File: src/rtl/bridge_pkg.sv
// Shared encodings for the I2C-to-SPI bridge: FSM states, command byte fields, TX entry layout.
package bridge_pkg;

   typedef enum logic [2:0] {
      StIdle,
      StSetup,
      StLoad,
      StWait,
      StRelease
   } bridge_state_e;

   localparam int unsigned CMD_CS_LSB  = 0;
   localparam int unsigned CMD_CS_MSB  = 3;
   localparam int unsigned CMD_CAP_BIT = 7;

   // TX entry: {tag, byte}; tag marks the command byte of a transaction.
   localparam int unsigned ENTRY_W = 9;
   localparam int unsigned TAG_BIT = 8;

endpackage

File: src/rtl/sync_fifo.sv
// Single-clock show-ahead FIFO with full/empty/count; push and pop may occur in the same cycle.
module sync_fifo #(
   parameter int unsigned WIDTH = 8,
   parameter int unsigned DEPTH = 8
) (
   input  logic                   clk,
   input  logic                   rst_n,
   input  logic                   i_push,
   input  logic [WIDTH-1:0]       i_wdata,
   input  logic                   i_pop,
   output logic [WIDTH-1:0]       o_rdata,
   output logic                   o_full,
   output logic                   o_empty,
   output logic [$clog2(DEPTH):0] o_count
);
   localparam int unsigned AW = $clog2(DEPTH);

   logic [WIDTH-1:0] r_mem [DEPTH];
   logic [AW-1:0]    r_wptr;
   logic [AW-1:0]    r_rptr;
   logic [AW:0]      r_count;
   logic             w_push;
   logic             w_pop;

   assign o_full  = (r_count == (AW+1)'(DEPTH));
   assign o_empty = (r_count == '0);
   assign o_count = r_count;
   assign w_push  = i_push & ~o_full;
   assign w_pop   = i_pop & ~o_empty;
   // Head reads as zero when empty so the output is defined straight out of reset.
   assign o_rdata = o_empty ? '0 : r_mem[r_rptr];

   always_ff @(posedge clk) begin
      if (w_push) begin
         r_mem[r_wptr] <= i_wdata;
      end
   end

   always_ff @(posedge clk or negedge rst_n) begin
      if (!rst_n) begin
         r_wptr  <= '0;
         r_rptr  <= '0;
         r_count <= '0;
      end else begin
         if (w_push) begin
            r_wptr <= r_wptr + AW'(1);
         end
         if (w_pop) begin
            r_rptr <= r_rptr + AW'(1);
         end
         r_count <= r_count + (AW+1)'(w_push) - (AW+1)'(w_pop);
      end
   end

endmodule

File: src/rtl/i2c_spi_bridge_mux.sv
// I2C-to-SPI bridge: queues I2C bytes, routes each transaction to one chip-select and
// optionally captures MISO bytes for read-back on the I2C side.
module i2c_spi_bridge_mux
   import bridge_pkg::*;
#(
   parameter int unsigned DEPTH  = 8,
   parameter int unsigned NUM_CS = 4
) (
   input  logic              clk,
   input  logic              rst_n,
   input  logic [7:0]        i2c_rx_byte,
   input  logic              i2c_byte_valid,
   input  logic              i2c_is_addr,
   input  logic              i2c_bus_active,
   output logic [7:0]        i2c_rd_byte,
   output logic              i2c_rd_valid,
   input  logic              i2c_rd_ack,
   output logic [7:0]        spi_tx_byte,
   output logic              spi_tx_start,
   input  logic              spi_tx_done,
   input  logic [7:0]        spi_rx_byte,
   output logic [NUM_CS-1:0] spi_cs_n,
   output logic              tx_ovf,
   output logic              rx_ovf,
   output logic              cmd_err
);
   localparam int unsigned CW = $clog2(DEPTH) + 1;

   logic               w_addr_stb;
   logic               w_data_stb;
   logic               w_tx_push;
   logic               w_tx_pop;
   logic               w_tx_full;
   logic               w_tx_empty;
   logic [ENTRY_W-1:0] w_tx_head;
   logic               w_rx_push;
   logic               w_rx_full;
   logic               w_rx_empty;
   logic [CW-1:0]      w_unused_tx_count;
   logic [CW-1:0]      w_unused_rx_count;

   logic               r_cmd_armed;
   bridge_state_e      r_state;
   logic [NUM_CS-1:0]  r_cs_n;
   logic               r_cap;
   logic               r_discard;
   logic [7:0]         r_tx_byte;
   logic               r_rx_push;
   logic [7:0]         r_rx_data;
   logic               r_tx_ovf;
   logic               r_rx_ovf;
   logic               r_cmd_err;

   bridge_state_e      w_state_nxt;
   logic [NUM_CS-1:0]  w_cs_n_nxt;
   logic               w_cap_nxt;
   logic               w_discard_nxt;
   logic [7:0]         w_tx_byte_nxt;
   logic               w_rx_push_nxt;
   logic [7:0]         w_rx_data_nxt;
   logic               w_cmd_err_set;
   logic               w_do_cmd;

   logic [3:0]         w_cmd_idx;
   logic               w_cmd_ok;
   logic               w_cs_any;
   logic [NUM_CS-1:0]  w_cs_dec;

   assign w_addr_stb = i2c_byte_valid & i2c_bus_active & i2c_is_addr;
   assign w_data_stb = i2c_byte_valid & i2c_bus_active & ~i2c_is_addr;
   assign w_tx_push  = w_data_stb & ~w_tx_full;
   assign w_rx_push  = r_rx_push & ~w_rx_full;

   sync_fifo #(
      .WIDTH (ENTRY_W),
      .DEPTH (DEPTH)
   ) u_tx_fifo (
      .clk     (clk),
      .rst_n   (rst_n),
      .i_push  (w_tx_push),
      .i_wdata ({r_cmd_armed, i2c_rx_byte}),
      .i_pop   (w_tx_pop),
      .o_rdata (w_tx_head),
      .o_full  (w_tx_full),
      .o_empty (w_tx_empty),
      .o_count (w_unused_tx_count)
   );

   sync_fifo #(
      .WIDTH (8),
      .DEPTH (DEPTH)
   ) u_rx_fifo (
      .clk     (clk),
      .rst_n   (rst_n),
      .i_push  (w_rx_push),
      .i_wdata (r_rx_data),
      .i_pop   (i2c_rd_ack),
      .o_rdata (i2c_rd_byte),
      .o_full  (w_rx_full),
      .o_empty (w_rx_empty),
      .o_count (w_unused_rx_count)
   );

   assign w_cmd_idx = w_tx_head[CMD_CS_MSB:CMD_CS_LSB];
   assign w_cmd_ok  = (32'(w_cmd_idx) < NUM_CS);
   assign w_cs_any  = ~&r_cs_n;

   always_comb begin
      w_cs_dec = '1;
      for (int i = 0; i < NUM_CS; i++) begin
         if (w_cmd_idx == 4'(i)) begin
            w_cs_dec[i] = 1'b0;
         end
      end
   end

   always_comb begin
      w_state_nxt   = r_state;
      w_cs_n_nxt    = r_cs_n;
      w_cap_nxt     = r_cap;
      w_discard_nxt = r_discard;
      w_tx_byte_nxt = r_tx_byte;
      w_rx_push_nxt = 1'b0;
      w_rx_data_nxt = r_rx_data;
      w_cmd_err_set = 1'b0;
      w_tx_pop      = 1'b0;
      w_do_cmd      = 1'b0;
      case (r_state)
         StIdle: begin
            if (!w_tx_empty) begin
               if (w_tx_head[TAG_BIT]) begin
                  // Repeated start: release first, the command stays queued for RELEASE.
                  if (w_cs_any) begin
                     w_cs_n_nxt  = '1;
                     w_state_nxt = StRelease;
                  end else begin
                     w_do_cmd = 1'b1;
                  end
               end else begin
                  w_tx_pop = 1'b1;
                  if (!r_discard && w_cs_any) begin
                     w_tx_byte_nxt = w_tx_head[7:0];
                     w_state_nxt   = StLoad;
                  end
               end
            end else if (w_cs_any && !i2c_bus_active) begin
               w_cs_n_nxt  = '1;
               w_state_nxt = StRelease;
            end
         end
         StSetup: w_state_nxt = StIdle;
         StLoad:  w_state_nxt = StWait;
         StWait: begin
            if (spi_tx_done) begin
               w_rx_push_nxt = r_cap;
               w_rx_data_nxt = spi_rx_byte;
               w_state_nxt   = StIdle;
            end
         end
         StRelease: begin
            w_cap_nxt     = 1'b0;
            w_discard_nxt = 1'b0;
            w_state_nxt   = StIdle;
            // Taking a pending command here keeps the CS-high gap to a single cycle.
            w_do_cmd      = !w_tx_empty && w_tx_head[TAG_BIT];
         end
         default: w_state_nxt = StIdle;
      endcase

      if (w_do_cmd) begin
         w_tx_pop = 1'b1;
         if (w_cmd_ok) begin
            w_cs_n_nxt    = w_cs_dec;
            w_cap_nxt     = w_tx_head[CMD_CAP_BIT];
            w_discard_nxt = 1'b0;
            w_state_nxt   = StSetup;
         end else begin
            w_cmd_err_set = 1'b1;
            w_discard_nxt = 1'b1;
            w_state_nxt   = StIdle;
         end
      end
   end

   always_ff @(posedge clk or negedge rst_n) begin
      if (!rst_n) begin
         r_state   <= StIdle;
         r_cs_n    <= '1;
         r_cap     <= 1'b0;
         r_discard <= 1'b0;
         r_tx_byte <= '0;
         r_rx_push <= 1'b0;
         r_rx_data <= '0;
      end else begin
         r_state   <= w_state_nxt;
         r_cs_n    <= w_cs_n_nxt;
         r_cap     <= w_cap_nxt;
         r_discard <= w_discard_nxt;
         r_tx_byte <= w_tx_byte_nxt;
         r_rx_push <= w_rx_push_nxt;
         r_rx_data <= w_rx_data_nxt;
      end
   end

   always_ff @(posedge clk or negedge rst_n) begin
      if (!rst_n) begin
         r_cmd_armed <= 1'b0;
         r_tx_ovf    <= 1'b0;
         r_rx_ovf    <= 1'b0;
         r_cmd_err   <= 1'b0;
      end else begin
         if (w_addr_stb) begin
            r_cmd_armed <= 1'b1;
            r_tx_ovf    <= 1'b0;
            r_rx_ovf    <= 1'b0;
            r_cmd_err   <= 1'b0;
         end else if (w_data_stb) begin
            r_cmd_armed <= 1'b0;
         end
         if (w_data_stb && w_tx_full) begin
            r_tx_ovf <= 1'b1;
         end
         if (r_rx_push && w_rx_full) begin
            r_rx_ovf <= 1'b1;
         end
         if (w_cmd_err_set) begin
            r_cmd_err <= 1'b1;
         end
      end
   end

   assign spi_tx_start = (r_state == StLoad);
   assign spi_tx_byte  = r_tx_byte;
   assign spi_cs_n     = r_cs_n;
   assign i2c_rd_valid = ~w_rx_empty;
   assign tx_ovf       = r_tx_ovf;
   assign rx_ovf       = r_rx_ovf;
   assign cmd_err      = r_cmd_err;

endmodule

File: config.mk
export PLATFORM = sky130hd
export DESIGN_NAME = i2c_spi_bridge_mux
export DESIGN_NICKNAME = d
export VERILOG_FILES = /design/src/rtl/bridge_pkg.sv /design/src/rtl/sync_fifo.sv /design/src/rtl/i2c_spi_bridge_mux.sv
export SDC_FILE = /design/constraint.sdc
export NUM_CORES = 1
export LEC_CHECK = 0
export CAP_MARGIN = 10
export CORE_MARGIN = 3
export CORE_UTILIZATION = 30
export DETAILED_ROUTE_END_ITERATION = 12
export GPL_ROUTABILITY_DRIVEN = 1
export SLEW_MARGIN = 20
export SYNTH_ARGS = -nofsm -noshare
export SYNTH_HDL_FRONTEND = slang
export SYNTH_SLANG_ARGS = --single-unit
File: constraint.sdc
create_clock -name clk -period 3.4 [get_ports clk]
set_input_delay 0.34 -clock clk [delete_from_list [all_inputs] [get_ports clk]]
set_output_delay 0.34 -clock clk [all_outputs]
set_load 0.005 [all_outputs]
Yosys cells after proc, flatten, opt, wreduce, memory -nomap -nowiden
Memories as Yosys holds them, arrays and structs flattened.
Index checks and enable logic that the tools add are counted.
- register bits: 50
- memory bits (writable): 136
- input port bits: 23
- output and inout port bits: 25
- logic and storage cells: 126
- memories kept: 2
- $add $sub $neg: 8
- order comparisons: 1
- equal/unequal tests: 12
- muxes and demuxes: 49
- bitwise gates (word level): 15
- reduce and logical (&&, ||, !) cells: 22
- memory list (name ; words ; bits a word ; read ports ; clocked after memory_dff ; write ports ; RTL line ; text):
    u_tx_fifo.r_mem ; 8 ; 9 ; 1 ; 0 ; 1 ; sync_fifo.sv:18 ; logic [WIDTH-1:0] r_mem [DEPTH];
    u_rx_fifo.r_mem ; 8 ; 8 ; 1 ; 0 ; 1 ; sync_fifo.sv:18 ;
- operators with widths (operator ; count):
    $mux W1 ; 31
    $mux W4 ; 7
    $mux W3 ; 7
    $add A3 B1 Y3 const B ; 4
    $logic_not A4 Y1 ; 3
    $reduce_and A4 Y1 ; 3
    $ne A5 B4 Y1 const B ; 2
    $reduce_bool A2 Y1 ; 5
    $and A1 B1 Y1 ; 9
    $mux W9 ; 1
    $pmux W3 S3 ; 1
    $add A4 B1 Y4 ; 2
    $eq A4 B2 Y1 const B ; 2
    $eq A4 B4 Y1 const B ; 2
    $mux W8 ; 1
    $sub A4 B1 Y4 ; 2
    $eq A3 B2 Y1 const B ; 2
    $not A1 Y1 ; 6
    $logic_and A1 B1 Y1 ; 5
    $eq A4 B1 Y1 const B ; 1
    $logic_not A1 Y1 ; 4
    $lt A4 B3 Y1 const B ; 1
    $ne A4 B4 Y1 const B ; 1
    $eq A3 B3 Y1 const B ; 1
    other kinds (4) ; 4

Depth between registers and ports, before layout
Gate-level depths: netlist of run 1.
- word-level depth: 8
- gate-level depth with buffers: 13
- gate-level depth less buffers: 12

Modules after synthesis
Synthesis of run 1 repeated with hierarchy kept, for this count alone.
- cells, all modules: 453
- area total of the unflattened synthesis: 7836.3 µm²
- by module, submodules not included (module ; instances ; cells each ; area an instance (µm²) ; seq. area each (µm²)):
    sync_fifo (u_tx_fifo) ; 1 ; 164 ; 3330.7 ; 2412.3
    sync_fifo (u_rx_fifo) ; 1 ; 188 ; 3159.3 ; 2172.1
    i2c_spi_bridge_mux ; 1 ; 101 ; 1346.3 ; 755.7

Worst setup path after synthesis of run 1
No wires, ideal clock.
- path type: register to register
- from: reg u_tx_fifo.r_rptr[0]
- to: reg u_tx_fifo.r_count[2] (netlist: u_tx_fifo.o_count[2])
- library setup time: 0.123 ns
- data arrival time: 2.599 ns
- required time: 3.277 ns
- setup slack: 0.679 ns
- stages on the path, launching flop included: 10
- buffers on the path: 0
- path through: dfrtp_1 -> mux4_1 -> mux2i_4 -> mux2i_1 -> ha_1 -> inv_1 -> ha_1 -> inv_1 -> fa_1 -> xnor2_1
- longest elaborated chain between the ends: 8
- RTL lines (what ; RTL line ; text):
    start, declared ; sync_fifo.sv:20 ; logic [AW-1:0] r_rptr;
    start signal, assigned ; sync_fifo.sv:49 ; r_rptr <= r_rptr + AW'(1);
    $mem_v2 Z8 W9 * ; n/a ;
    $mux W9 * ; sync_fifo.sv:31 ; assign o_rdata = o_empty ? '0 : r_mem[r_rptr];
    $mux W1 ; i2c_spi_bridge_mux.sv:131 ; if (w_tx_head[TAG_BIT]) begin
    $mux W1 ; i2c_spi_bridge_mux.sv:130 ; if (!w_tx_empty) begin
    $pmux W1 S2 or $mux W1 (tied branches) ; i2c_spi_bridge_mux.sv:128 ; case (r_state)
    $mux W1 * ; i2c_spi_bridge_mux.sv:170 ; if (w_do_cmd) begin
    $and A1 B1 Y1 * ; sync_fifo.sv:29 ; assign w_pop = i_pop & ~o_empty;
    net u_tx_fifo.w_pop ; sync_fifo.sv:23 ; logic w_pop;
    $sub A4 B1 Y4 * ; sync_fifo.sv:51 ; r_count <= r_count + (AW+1)'(w_push) - (AW+1)'(w_pop);
    end signal, assigned ; sync_fifo.sv:51 ;
    end, declared ; sync_fifo.sv:21 ; logic [AW:0] r_count;
Mark *: on every way through the listed nets, which the timed path passes. The rest lies on a longest branch.
A chain may end at the register's enable or synchronous reset.

Final worst setup path of run 1
- from: reg u_tx_fifo.r_rptr[0]
- to: reg u_tx_fifo.r_count[3] (netlist: u_tx_fifo.o_count[3])
The elaborated chain is that of the path after synthesis.

==> results_tabular.tex, run 1 <==
\begin{tabular}{lr}
\hline
Metric & Value \\
\hline
\multicolumn{2}{l}{\textbf{Global route}} \\
Antenna violations before repair & 0 \\
Via count of the first global-routing pass & $\sim$4300 \\
Most congested layer reported by global routing & met2 \\
GRT Util Overall & 0.114 \\
Overflow left after global routing & 0 \\
Met2 layer usage reported by global route & 0.201 \\
Global-route track usage on met3 & 0.0256 \\
Global-route wire length before repair & roughly 25 mm \\
Largest net degree at the start of global routing & 28 \\
Met1 layer usage reported by global route & 0.140 \\
\multicolumn{2}{l}{\textbf{STA}} \\
Summed negative setup slack over all endpoints & 0 ps \\
Setup repair after global routing missed its margin & no \\
Number of slew-limit violations in the final report & 0 \\
Worst-case headroom to the max-slew limit & 0.420 \\
Final hold violation count & 0 \\
Count of final setup violators & 0 \\
F\_max & about 340 MHz \\
Fraction of the cycle the final worst path needs & 0.855 \\
Final period demand of the worst path & between 2000 and 3000 ps \\
Transition at the pin with the smallest max-transition slack & slightly below 900 ps \\
Clock skew & 9.07 ps \\
\multicolumn{2}{l}{\textbf{Placement}} \\
Half-perimeter wire length of the detailed placement result & 10.5 mm \\
Placed cell area & about 8700 sq um \\
\# port buffers & 47 \\
Final weighted congestion in routability-driven placement & around 0.79 \\
\multicolumn{2}{l}{\textbf{Yosys}} \\
Synth unique cells & 48 \\
Netlist area before placement & 7730 sq um \\
Sequential element share of the synthesized area & 0.691 \\
Most frequently used flop master after synthesis & sky130\_fd\_sc\_hd\_\_edfxtp\_1 \\
Share of async-settable or async-resettable flops after synthesis & 0.269 \\
Synth warnings & 0 \\
Syn avg cell area & 16.7 sq um \\
Yosys top cell by area & sky130\_fd\_sc\_hd\_\_edfxtp\_1 \\
Area share of the largest cell type after synthesis & 0.528 \\
Post-synth EDFFs & around 140 \\
Number of instances in the synthesized netlist & around 460 \\
Synthesized Nets & roughly 500 \\
Leading post-synthesis cells by cell area & sky130\_fd\_sc\_hd\_\_edfxtp\_1, sky130\_fd\_sc\_hd\_\_dfrtp\_1, sky130\_fd\_sc\_hd\_\_mux4\_2 \\
Number of storage elements in the synthesis netlist & 186 \\
\multicolumn{2}{l}{\textbf{Floorplan}} \\
Core area & 25300 sq um \\
Starting density of the core & 0.306 \\
Number of placement rows & slightly below 60 \\
Die Span Y & roughly 170 microns \\
Die area & around 28000 sq um \\
Top-Level Pins & 48 \\
DIE WIDTH & around 170 microns \\
\multicolumn{2}{l}{\textbf{Setup path}} \\
Peak fanout along the critical path & 5 \\
Worst setup path class & register to register \\
Slowest stage cell on the critical path & sky130\_fd\_sc\_hd\_\_mux4\_1 \\
Start point of the critical path & u\_tx\_fifo.r\_rptr[0]\$\_DFFE\_PN0P\_ \\
Worst EP arrival & $\sim$3300 ps \\
Required time worst endpoint & between 3000 and 4000 ps \\
Nature of the critical path endpoint & register \\
Worst flop-to-flop path startpoint & u\_tx\_fifo.r\_rptr[0]\$\_DFFE\_PN0P\_ \\
Cell with the most instances on the worst path & sky130\_fd\_sc\_hd\_\_ha\_1 \\
Critical Path Source Type & register \\
Cell-by-cell listing of the critical path & mux4\_1 -> mux2i\_4 -> mux2i\_1 -> ha\_1 -> inv\_1 -> ha\_1 -> a21o\_1 -> a21oi\_1 -> xor2\_1 \\
Worst path max stage delay & roughly 640 ps \\
\multicolumn{2}{l}{\textbf{Clock tree}} \\
Root buffer cell & sky130\_fd\_sc\_hd\_\_clkbuf\_16 \\
\# Post-CTS Setup Buffers & 0 \\
Clock tree from TritonCTS & yes \\
Number of clock sinks seen by CTS & around 190 \\
Cts hold-fix bufs & 1 \\
Resized cells post-CTS & 0 \\
Number of buffers on the longest clock path & 2 \\
Clock edge transition at the registers on the reported setup and hold paths & 70 ps \\
CTS H-Tree Depth & 4 \\
CTS buffer count & 17 \\
Clock network latency to the later pin of the worst-skew pair & $\sim$430 ps \\
\multicolumn{2}{l}{\textbf{Route}} \\
Via count & between 4000 and 5000 \\
Average via count per standard cell & approximately 4.6 \\
Detail-routed net length per standard cell & roughly 17 microns \\
DRC Markers & 0 \\
Final routed wirelength across all metal layers & about 15 mm \\
Number of DRC markers in iteration 0 & 262 \\
Remaining number of nets flagged by the antenna check after routing & 0 \\
Number of detailed-routing iterations run before antenna repair & 4 \\
\multicolumn{2}{l}{\textbf{Cells and area}} \\
Number of diodes & 0 \\
Most common cell after layout, fill and taps aside & sky130\_fd\_sc\_hd\_\_edfxtp\_1 \\
Commonest non-fill, non-tap cells in the layout & sky130\_fd\_sc\_hd\_\_edfxtp\_1, sky130\_fd\_sc\_hd\_\_dfrtp\_1, sky130\_fd\_sc\_hd\_\_clkdlybuf4s50\_1 \\
Area grow syn2layout & 20.2\% \\
Share of post-route cells with drive strength above 1 & 0.213 \\
Number of fill cells in the layout & $\sim$2400 \\
Post-route standard cell area excluding fillers & about 9300 sq um \\
Final \#Nets & between 500 and 600 \\
\multicolumn{2}{l}{\textbf{Status}} \\
Result of the run & completed \\
\multicolumn{2}{l}{\textbf{Power and ir drop}} \\
Highest ir drop seen on vdd & 0.000434 V \\
Leak Pwr & 3.45 nW \\
Ratio of total power to cell area & roughly 840 nW/um\^{}2 \\
\multicolumn{2}{l}{\textbf{Job}} \\
Max Cap Violations & 0 \\
\multicolumn{2}{l}{\textbf{Min path}} \\
Hold Crit Class & input pin to async pin \\
\hline
\end{tabular}
==> flip-flops by register name, indices dropped and copies added, names as in the netlist <==
| register | flops |
|---|---|
| u_tx_fifo.r_mem | 72 |
| r_state | 3 |
| rx_ovf | 1 |
| spi_cs_n | 4 |
| r_discard | 1 |
| u_rx_fifo.o_count | 4 |
| u_rx_fifo.r_mem | 64 |
| u_tx_fifo.r_rptr | 3 |
| spi_tx_byte | 8 |
| u_rx_fifo.r_rptr | 3 |
| r_cmd_armed | 1 |
| r_rx_push | 1 |
| tx_ovf | 1 |
| u_tx_fifo.r_wptr | 3 |
| r_cap | 1 |
| u_rx_fifo.r_wptr | 3 |
| u_tx_fifo.o_count | 4 |
| r_rx_data | 8 |
| cmd_err | 1 |
==> stage by stage <==
stage	hold slack, ps	setup WS [ps]	cells	total power, mW	utilization
after global routing	516	323	880	8.30	0.368
after global placement	407	596	847	5.87	0.345
after floorplan	44.4	679	463	5.01	-
final	478	494	880	7.78	0.368
after detailed placement	430	486	847	5.97	0.345
after CTS	505	479	880	7.91	0.368
==> power breakdown <==
part / internal [mW] / switching [mW]
logic: 1.42 / 1.21
registers: 2.86 / 0.382
clock network: 0.980 / 0.930
total: 5.26 / 2.52
==> cell type report <==
cell class	count	area, sq um	share of cell area
flip-flops and latches	186	5340	0.575
multi-input cells	241	2250	0.242
repair buffers	69	633	0.0681
clock buffers	17	425	0.0458
well taps	330	413	0.0444
clock inverters	15	149	0.0160
inverters	22	82.6	0.00889
==> final timing paths <==
path	endpoint	slack, ps	cells past startpoint
setup / recovery	u_tx_fifo.o_count[3]$_DFF_PN0_	490	9
hold / removal	u_rx_fifo.r_rptr[0]$_DFFE_PN0P_	480	2
setup reg to reg	u_tx_fifo.o_count[3]$_DFF_PN0_	490	9
hold reg to reg	cmd_err$_DFFE_PN0P_	490	1
max in group asynchronous	spi_cs_n[0]$_DFF_PN1_	2080	3
min in group clk	cmd_err$_DFFE_PN0P_	490	1
==> layer usage <==
metal  part of all wire  vias to the layer above
met2               0.53                       68
met5                  0                        -
met4              0.012                        0
met3              0.037                       17
li1                   -                     1897
met1               0.42                     2080
==> synthesized netlist by cell type (2+ instances only) <==
cell,number
sky130_fd_sc_hd__dfrtp_1,46
sky130_fd_sc_hd__or2_2,2
sky130_fd_sc_hd__buf_1,4
sky130_fd_sc_hd__a31oi_1,2
sky130_fd_sc_hd__a21oi_1,3
sky130_fd_sc_hd__o21ai_0,2
sky130_fd_sc_hd__clkbuf_1,7
sky130_fd_sc_hd__o22ai_1,3
sky130_fd_sc_hd__and2_1,2
sky130_fd_sc_hd__nand2b_1,13
sky130_fd_sc_hd__nand2_1,44
sky130_fd_sc_hd__nor2_1,35
sky130_fd_sc_hd__ha_1,16
sky130_fd_sc_hd__mux2i_1,15
sky130_fd_sc_hd__edfxtp_1,136
sky130_fd_sc_hd__xor2_1,4
sky130_fd_sc_hd__dfstp_2,4
sky130_fd_sc_hd__o311ai_0,4
sky130_fd_sc_hd__fa_1,2
sky130_fd_sc_hd__and3_1,2
sky130_fd_sc_hd__xnor2_1,8
sky130_fd_sc_hd__mux2_2,19
sky130_fd_sc_hd__buf_4,2
sky130_fd_sc_hd__a21o_1,3
sky130_fd_sc_hd__nor3_1,7
sky130_fd_sc_hd__inv_1,22
sky130_fd_sc_hd__mux4_2,32
sky130_fd_sc_hd__mux4_1,2
sky130_fd_sc_hd__nand3_1,3
==> worst max-delay path, delay by kind of cell, from the launching register on <==
family / cells / cell delay, ps
compound gates: 2 / 360
xor+xnor: 1 / 180
fa+ha+maj: 2 / 530
buf+inv: 1 / 50
flops: 1 / 420
mux: 3 / 1280
==> kinds of logic after synthesis <==
kind of cell | synth area share
xor gates and xnor gates | 0.0136
buffers and inverters | 0.0186
DFF | 0.691
adders and majority gates | 0.0311
and+or+nand+nor | 0.0709
muxes | 0.150
AOI/OAI and AO/OA | 0.0254
Power figures use the tool's default switching activity.
==> inputs of run 2 (changes only) <==
--- a/config.mk
+++ b/config.mk
@@ -7,9 +7,10 @@
 export LEC_CHECK = 0
 export CAP_MARGIN = 10
 export CORE_MARGIN = 3
-export CORE_UTILIZATION = 30
+export CORE_UTILIZATION = 59
 export DETAILED_ROUTE_END_ITERATION = 12
 export GPL_ROUTABILITY_DRIVEN = 1
+export PLACE_DENSITY = 0.79
 export SLEW_MARGIN = 20
 export SYNTH_ARGS = -nofsm -noshare
 export SYNTH_HDL_FRONTEND = slang
==> run 2 against run 1 <==
Net effect:
- clock skew fell by 2.2 ps
- worst hold slack got worse by 8.6 ps
- routed wire length shrank 5.0%
- utilization is 35 points higher
- final cell count fell by 18%
- critical path depth decreased by 5
- clock power up 20%
- total power is 4.9% higher
- critical path type is now register to output port
- largest power group unchanged
==> results_tabular.tex, run 2 (synthesized netlist as in run 1, its figures left out) <==
\begin{tabular}{lr}
\hline
Metric & Value \\
\hline
\multicolumn{2}{l}{\textbf{Global route}} \\
Via count of the first global-routing pass & 4329 (-0.25\%) \\
Most congested layer reported by global routing & met2 \\
GRT Util Overall & 0.216 (+0.102) \\
Global-route track usage on met3 & 0.0388 (+0.0132) \\
Largest net degree at the start of global routing & 27 (-3.6\%) \\
Met1 layer usage reported by global route & 0.267 (+0.128) \\
Overflow left after global routing & 0 (unchanged) \\
Global-route wire length before repair & 23.4 mm (-4.6\%) \\
Antenna violations before repair & 0 (unchanged) \\
Met2 layer usage reported by global route & 0.380 (+0.179) \\
\multicolumn{2}{l}{\textbf{Floorplan}} \\
Top-Level Pins & 48 (unchanged) \\
Core area & 12700 sq um (-50\%) \\
DIE WIDTH & 120 microns (-28\%) \\
Starting density of the core & 0.608 (+0.302) \\
Number of placement rows & 41 (-29\%) \\
Die Span Y & 120 microns (-28\%) \\
Die area & 14500 sq um (-48\%) \\
\multicolumn{2}{l}{\textbf{Clock tree}} \\
Number of buffers on the longest clock path & 2 (unchanged) \\
Clock tree from TritonCTS & yes \\
Root buffer cell & sky130\_fd\_sc\_hd\_\_clkbuf\_16 \\
CTS buffer count & 17 (unchanged) \\
CTS H-Tree Depth & 4 (unchanged) \\
Number of clock sinks seen by CTS & 186 (unchanged) \\
Clock network latency to the later pin of the worst-skew pair & 420 ps (about the same) \\
Clock edge transition at the registers on the reported setup and hold paths & 70 ps (about the same) \\
\multicolumn{2}{l}{\textbf{Placement}} \\
Final weighted congestion in routability-driven placement & 0.769 (-3.1\%) \\
Pre-CTS worst setup slack & 655 ps (+169 ps) \\
\# port buffers & 47 (unchanged) \\
Half-perimeter wire length of the detailed placement result & 9.26 mm (-12\%) \\
\multicolumn{2}{l}{\textbf{Route}} \\
DRC Markers & 0 (unchanged) \\
Number of detailed-routing iterations run before antenna repair & 5 (+1) \\
Average via count per standard cell & 5.75 (+25\%) \\
Via count & 4136 (+1.8\%) \\
Detail-routed net length per standard cell & 20.1 microns (+16\%) \\
Number of DRC markers in iteration 0 & 305 (+16\%) \\
Final routed wirelength across all metal layers & 14.4 mm (-5.0\%) \\
Remaining number of nets flagged by the antenna check after routing & 0 (unchanged) \\
\multicolumn{2}{l}{\textbf{Setup path}} \\
Buffers \& Inverters on Critical Path & 1 (unchanged) \\
Nature of the critical path endpoint & output port \\
Critical Path Source Type & register \\
Peak fanout along the critical path & 18 (+13) \\
Worst setup path class & register to output port \\
Slowest stage cell on the critical path & sky130\_fd\_sc\_hd\_\_dfrtp\_1 \\
Start point of the critical path & u\_rx\_fifo.r\_rptr[1]\$\_DFFE\_PN0P\_ \\
Cell-by-cell listing of the critical path & mux4\_2 -> mux2i\_1 -> nor2\_1 -> clkdlybuf4s50\_1 \\
Worst EP arrival & 2480 ps (-770 ps) \\
Largest delay contributor family on the critical path & flip-flops \\
Worst path max stage delay & 890 ps (+250 ps) \\
Worst flop-to-flop path startpoint & u\_tx\_fifo.o\_count[2]\$\_DFF\_PN0\_ \\
Required time worst endpoint & 3060 ps (-690 ps) \\
\multicolumn{2}{l}{\textbf{Min path}} \\
Hold Crit Class & input pin to async pin \\
\multicolumn{2}{l}{\textbf{Cells and area}} \\
Utilization after layout & 0.723 (+0.355) \\
Share of post-route cells with drive strength above 1 & 0.207 (-0.00615) \\
Final \#Nets & 576 (-0.35\%) \\
Commonest non-fill, non-tap cells in the layout & sky130\_fd\_sc\_hd\_\_edfxtp\_1, sky130\_fd\_sc\_hd\_\_dfrtp\_1, sky130\_fd\_sc\_hd\_\_clkdlybuf4s50\_1 \\
Registers with the most flip-flops & u\_tx\_fifo.r\_mem x72, u\_rx\_fifo.r\_mem x64 \\
Number of flip-flops under the largest register name & 72 (unchanged) \\
Number of fill cells in the layout & 850 (-64\%) \\
Most common cell after layout, fill and taps aside & sky130\_fd\_sc\_hd\_\_edfxtp\_1 \\
Top reg by flops & u\_tx\_fifo.r\_mem \\
Area grow syn2layout & 18.9\% \\
Number of diodes & 0 (unchanged) \\
\multicolumn{2}{l}{\textbf{STA}} \\
Final Hold Slack & 469 ps (-8.61 ps) \\
Clock skew & 6.87 ps (-2.20 ps) \\
Fraction of the cycle the final worst path needs & 0.830 (-0.0251) \\
Number of slew-limit violations in the final report & 0 (unchanged) \\
Worst setup margin & 579 ps (+85.4 ps) \\
Worst-case headroom to the max-slew limit & 0.323 (-0.0966) \\
Count of final setup violators & 0 (unchanged) \\
Summed negative setup slack over all endpoints & 0 ps (unchanged) \\
F\_max & 354 MHz (+3.0\%) \\
Transition at the pin with the smallest max-transition slack & 1010 ps (+144 ps) \\
Final period demand of the worst path & 2820 ps (-85.4 ps) \\
Final hold violation count & 0 (unchanged) \\
Setup repair after global routing missed its margin & no \\
\multicolumn{2}{l}{\textbf{Status}} \\
Result of the run & completed \\
\multicolumn{2}{l}{\textbf{Power and ir drop}} \\
Sequential power share & 0.399 (-0.018) \\
Pint & 5.76 mW (+9.4\%) \\
Power share of the clock group & 0.280 (+0.034) \\
Leak Pwr & 3.49 nW (+1.0\%) \\
Ratio of total power to cell area & 888 nW/um\^{}2 (+6.0\%) \\
Highest ir drop seen on vdd & 0.000460 V (+6.1\%) \\
Final Power & 8.16 mW (+4.9\%) \\
Net switching power & 2.41 mW (-4.4\%) \\
Switching share of power & 0.295 (-0.0286) \\
Share of power burned in combinational logic & 0.321 (-0.016) \\
\multicolumn{2}{l}{\textbf{Job}} \\
Max Cap Violations & 0 (unchanged) \\
\hline
\end{tabular}
run 2: changes by cell type in the layout (fill, tap and decap cells not counted), sizes merged:
cell      previous run  this run
clkinvlp             1         2
buf                 22        20
clkbuf              17        18
clkinv               5         1
bufinv               0         7
inv                 31        25
run 2: final cells by class:
cell class,instances,area (sq um),share of cell area
clock buffers,18,429,0.0467
repair buffers,67,618,0.0672
multi-input cells,241,2250,0.245
clock inverters,13,263,0.0286
flip-flops and latches,186,5340,0.581
inverters,22,82.6,0.00898
well taps,172,215,0.0234
run 2: final timing paths:
| check | endpoint | slack [ps] | cells past startpoint |
|---|---|---|---|
| min | rx_ovf$_DFFE_PN0P_ | 470 | 2 |
| min reg2reg | cmd_err$_DFFE_PN0P_ | 490 | 1 |
| max reg2reg | u_tx_fifo.o_count[2]$_DFF_PN0_ | 610 | 12 |
| max in group asynchronous | spi_cs_n[0]$_DFF_PN1_ | 2110 | 3 |
| min in group clk | cmd_err$_DFFE_PN0P_ | 490 | 1 |
| max | i2c_rd_byte[1] | 580 | 4 |
run 2: what timing repair did:
action / 4_1_cts / 5_1_grt
endpoints found under the hold margin: 25 / 0
hold buffers: 1 / 0
buffers inserted: 0 / 0
resized for setup: 0 / 0
run 2: power by group through the flow:
stage               Combinational [mW]  Clock (mW)  Sequential [mW]
global placement                  2.54           0             3.27
finish                            2.62        2.29             3.26
floorplan                         1.88           0             3.13
global route                      2.89        2.41             3.31
CTS                               2.66        2.32             3.26
detailed placement                2.61           0             3.29
run 2: worst register-to-register path, stage by stage, from the launching register on:
cell and delay [ps]:
sky130_fd_sc_hd__dfrtp_1 360, sky130_fd_sc_hd__inv_1 100, sky130_fd_sc_hd__ha_1 180, sky130_fd_sc_hd__or3b_2 530, sky130_fd_sc_hd__o211ai_1 150, sky130_fd_sc_hd__mux2i_1 110, sky130_fd_sc_hd__buf_4 160, sky130_fd_sc_hd__ha_1 280
sky130_fd_sc_hd__inv_1 60, sky130_fd_sc_hd__ha_1 160, sky130_fd_sc_hd__inv_1 60, sky130_fd_sc_hd__fa_1 380, sky130_fd_sc_hd__xnor2_1 130
run 2: layer usage:
metal / wire length (microns) / part of all wire
met1: 5590 / 0.39
met2: 7840 / 0.54
met3: 709 / 0.049
met4: 288 / 0.020
met5: 0 / 0
run 2: through the flow:
step | instance area, sq um | instances
finish | 9200 | 719
global route | 9200 | 719
CTS | 9200 | 719
detailed placement | 8500 | 687
global placement | 8500 | 687
floorplan | 7730 | 463
==> inputs of run 3 (changes only) <==
==> constraint.sdc (replaced) <==
create_clock -name clk -period 2.7 [get_ports clk]
set_input_delay 0.27 -clock clk [delete_from_list [all_inputs] [get_ports clk]]
set_output_delay 0.27 -clock clk [all_outputs]
set_load 0.005 [all_outputs]
==> run 3 against run 2 <==
Net effect:
- die area unchanged
- final cell count increased by 1.9%
- combinational power increased by 34%
- sequential power increased by 25%
- worst hold slack got worse by 14 ps
- count of clock-buffer cells in the layout unchanged
- clock power about the same
- non-clock buffer count increased by 13
- utilization decreased by 0.12 points
- routed wire length decreased by 2.6%
==> results_tabular.tex, run 3 (synthesized netlist as in run 1, its figures left out) <==
\begin{tabular}{lr}
\hline
Metric & Value \\
\hline
\multicolumn{2}{l}{\textbf{Status}} \\
Result of the run & completed \\
\multicolumn{2}{l}{\textbf{Cells and area}} \\
Most common cell after layout, fill and taps aside & sky130\_fd\_sc\_hd\_\_edfxtp\_1 \\
Post-route standard cell area excluding fillers & 9180 sq um (-0.16\%) \\
Flip-flop and latch area & 5340 sq um (about the same) \\
Final \#Nets & 589 (+2.3\%) \\
Commonest non-fill, non-tap cells in the layout & sky130\_fd\_sc\_hd\_\_edfxtp\_1, sky130\_fd\_sc\_hd\_\_clkdlybuf4s50\_1, sky130\_fd\_sc\_hd\_\_nand2\_1, sky130\_fd\_sc\_hd\_\_dfrtp\_1, sky130\_fd\_sc\_hd\_\_nor2\_1 \\
Number of flip-flops under the largest register name & 72 (unchanged) \\
Top reg by flops & u\_tx\_fifo.r\_mem \\
Number of diodes & 0 (unchanged) \\
Area grow syn2layout & 18.7\% \\
Share of post-route cells with drive strength above 1 & 0.242 (+0.0358) \\
Area of the multi-input gates & 2260 sq um (+0.61\%) \\
Registers with the most flip-flops & u\_tx\_fifo.r\_mem x72, u\_rx\_fifo.r\_mem x64 \\
Number of fill cells in the layout & 842 (-0.94\%) \\
\multicolumn{2}{l}{\textbf{Min path}} \\
Min-Delay Startpoint & i2c\_rd\_ack \\
Instance count along the most critical hold path & 3 \\
Hold Crit Class & input pin to register \\
End point of the most critical hold path & u\_rx\_fifo.r\_rptr[2]\$\_DFFE\_PN0P\_ \\
\multicolumn{2}{l}{\textbf{Setup path}} \\
Worst flop-to-flop path startpoint & u\_tx\_fifo.r\_rptr[0]\$\_DFFE\_PN0P\_ \\
End of the worst register-to-register path & u\_tx\_fifo.o\_count[1]\$\_DFF\_PN0\_ \\
Logic depth of the worst register-to-register path & 9 (-3) \\
Peak fanout along the critical path & 3 (-15) \\
Slack of the worst reg-to-reg path & 90 ps (-520 ps) \\
Worst EP arrival & 2930 ps (+450 ps) \\
Required time worst endpoint & 3020 ps (-40 ps) \\
Buffers \& Inverters on Critical Path & 3 (+2) \\
Cell-by-cell listing of the critical path & mux4\_2 -> mux2i\_4 -> mux2i\_2 -> ha\_2 -> inv\_2 -> ha\_4 -> inv\_2 -> fa\_1 -> inv\_1 \\
Worst path max stage delay & 540 ps (-350 ps) \\
Cell with the most instances on the worst path & sky130\_fd\_sc\_hd\_\_inv\_2 \\
Nature of the critical path endpoint & register \\
Largest delay contributor family on the critical path & multiplexers \\
Slowest stage cell on the critical path & sky130\_fd\_sc\_hd\_\_mux4\_2 \\
Critical Path Source Type & register \\
Worst setup path class & register to register \\
\multicolumn{2}{l}{\textbf{STA}} \\
F\_max & 383 MHz \\
Transition at the pin with the smallest max-transition slack & 849 ps (-162 ps) \\
Count of final setup violators & 0 (unchanged) \\
Final period demand of the worst path & roughly 2600 ps \\
Number of slew-limit violations in the final report & 0 (unchanged) \\
Worst-case headroom to the max-slew limit & 0.434 (+0.110) \\
Setup repair after global routing missed its margin & yes \\
Clock skew & 9.40 ps (+2.53 ps) \\
Final hold violation count & 0 (unchanged) \\
Fraction of the cycle the final worst path needs & 0.967 \\
\multicolumn{2}{l}{\textbf{Clock tree}} \\
CTS H-Tree Depth & 4 (unchanged) \\
Clock edge transition at the registers on the reported setup and hold paths & 70 ps (about the same) \\
Root buffer cell & sky130\_fd\_sc\_hd\_\_clkbuf\_16 \\
Clock network latency to the later pin of the worst-skew pair & 430 ps (about the same) \\
Clock tree from TritonCTS & yes \\
Number of buffers on the longest clock path & 2 (unchanged) \\
CTS buffer count & 17 (unchanged) \\
Number of clock sinks seen by CTS & 186 (unchanged) \\
\multicolumn{2}{l}{\textbf{Power and ir drop}} \\
Leak Pwr & 3.47 nW (-0.37\%) \\
Final Power & 9.90 mW (+21\%) \\
Highest ir drop seen on vdd & 0.000686 V (+49\%) \\
Ratio of total power to cell area & 1080 nW/um\^{}2 (+21\%) \\
\multicolumn{2}{l}{\textbf{Floorplan}} \\
Die area & 14500 sq um (unchanged) \\
Number of placement rows & 41 (unchanged) \\
Die Span Y & 120 microns (unchanged) \\
Core area & 12700 sq um (unchanged) \\
Top-Level Pins & 48 (unchanged) \\
Starting density of the core & 0.608 (unchanged) \\
DIE WIDTH & 120 microns (unchanged) \\
\multicolumn{2}{l}{\textbf{Global route}} \\
Global-route wire length before repair & 22.7 mm (-3.0\%) \\
Overflow left after global routing & 0 (unchanged) \\
GRT Util Overall & 0.212 (-0.00451) \\
Largest net degree at the start of global routing & 38 (+41\%) \\
Via count of the first global-routing pass & 4330 (+0.023\%) \\
Antenna violations before repair & 0 (unchanged) \\
\multicolumn{2}{l}{\textbf{Placement}} \\
\# port buffers & 47 (unchanged) \\
Placed cell area & 8570 sq um (+0.93\%) \\
Half-perimeter wire length of the detailed placement result & 9.44 mm (+2.0\%) \\
Final weighted congestion in routability-driven placement & 0.782 (+1.8\%) \\
\multicolumn{2}{l}{\textbf{Route}} \\
Detail-routed net length per standard cell & 19.2 microns (-4.5\%) \\
Average via count per standard cell & 5.70 (-0.91\%) \\
Number of detailed-routing iterations run before antenna repair & 4 (-1) \\
Via count & 4178 (+1.0\%) \\
Final routed wirelength across all metal layers & 14.1 mm (-2.6\%) \\
Remaining number of nets flagged by the antenna check after routing & 0 (unchanged) \\
DRC Markers & 0 (unchanged) \\
Number of DRC markers in iteration 0 & 314 (+3.0\%) \\
\multicolumn{2}{l}{\textbf{Job}} \\
Max Cap Violations & 0 (unchanged) \\
\hline
\end{tabular}
run 3: final cells by class:
cell class / instances / share of cell area
sequential: 186 / 0.582
multi-input combinational: 241 / 0.246
timing repair buffer: 80 / 0.0783
clock buffer: 18 / 0.0467
tap: 172 / 0.0234
clock inverter: 14 / 0.0142
inverter: 22 / 0.00899
run 3: tightest hold or removal path, cell delays in order:
cell and delay [ps]:
sky130_fd_sc_hd__clkdlybuf4s50_1 420, sky130_fd_sc_hd__nand3_1 90, sky130_fd_sc_hd__xnor2_1 60
run 3: where the power goes:
group / internal (mW) / total [mW] / switching, mW
combinational: 1.92 / 3.51 / 1.59
sequential: 3.61 / 4.07 / 0.457
clock: 1.21 / 2.32 / 1.11
run 3: routing by layer:
metal | track usage | wire length, microns
met4 | 0.0623 | 170
met2 | 0.375 | 7680
met3 | 0.0557 | 772
met5 | 0 | 0
met1 | 0.258 | 5430
run 3: repair_timing:
action | 4_1_cts | 5_1_grt
gates resized for setup | 1 | 10
pin swaps | 0 | 1
setup endpoints to repair | 1 | 7
hold buffers | 1 | 0
setup buffers | 0 | 3
endpoints found under the hold margin | 32 | 0
run 3: metrics by stage:
| stage | hold WS (ps) | setup TNS (ps) | std cells | setup WS (ps) | util |
|---|---|---|---|---|---|
| finish | 455 | 0 | 733 | 89.4 | 0.722 |
| global route | 450 | -26.7 | 733 | -26.7 | 0.722 |
| global placement | 427 | 0 | 697 | 156 | 0.674 |
| CTS | 441 | 0 | 730 | 4.20 | 0.719 |
| detailed placement | 426 | 0 | 697 | 8.50 | 0.674 |
| floorplan | -25.6 | 0 | 463 | 23.4 | - |
run 3: how the worst max path moves through the flow:
stage / cells past startpoint / end / from
detailed placement: 11 / u_tx_fifo.o_count[1]$_DFF_PN0_ / u_tx_fifo.o_count[2]$_DFF_PN0_
global placement: 9 / u_tx_fifo.o_count[2]$_DFF_PN0_ / u_tx_fifo.r_rptr[0]$_DFFE_PN0P_
floorplan: 9 / u_tx_fifo.o_count[2]$_DFF_PN0_ / u_tx_fifo.r_rptr[0]$_DFFE_PN0P_
global route: 9 / u_tx_fifo.o_count[3]$_DFF_PN0_ / u_tx_fifo.r_rptr[0]$_DFFE_PN0P_
CTS: 11 / u_tx_fifo.o_count[1]$_DFF_PN0_ / u_tx_fifo.o_count[2]$_DFF_PN0_
finish: 9 / u_tx_fifo.o_count[1]$_DFF_PN0_ / u_tx_fifo.r_rptr[0]$_DFFE_PN0P_
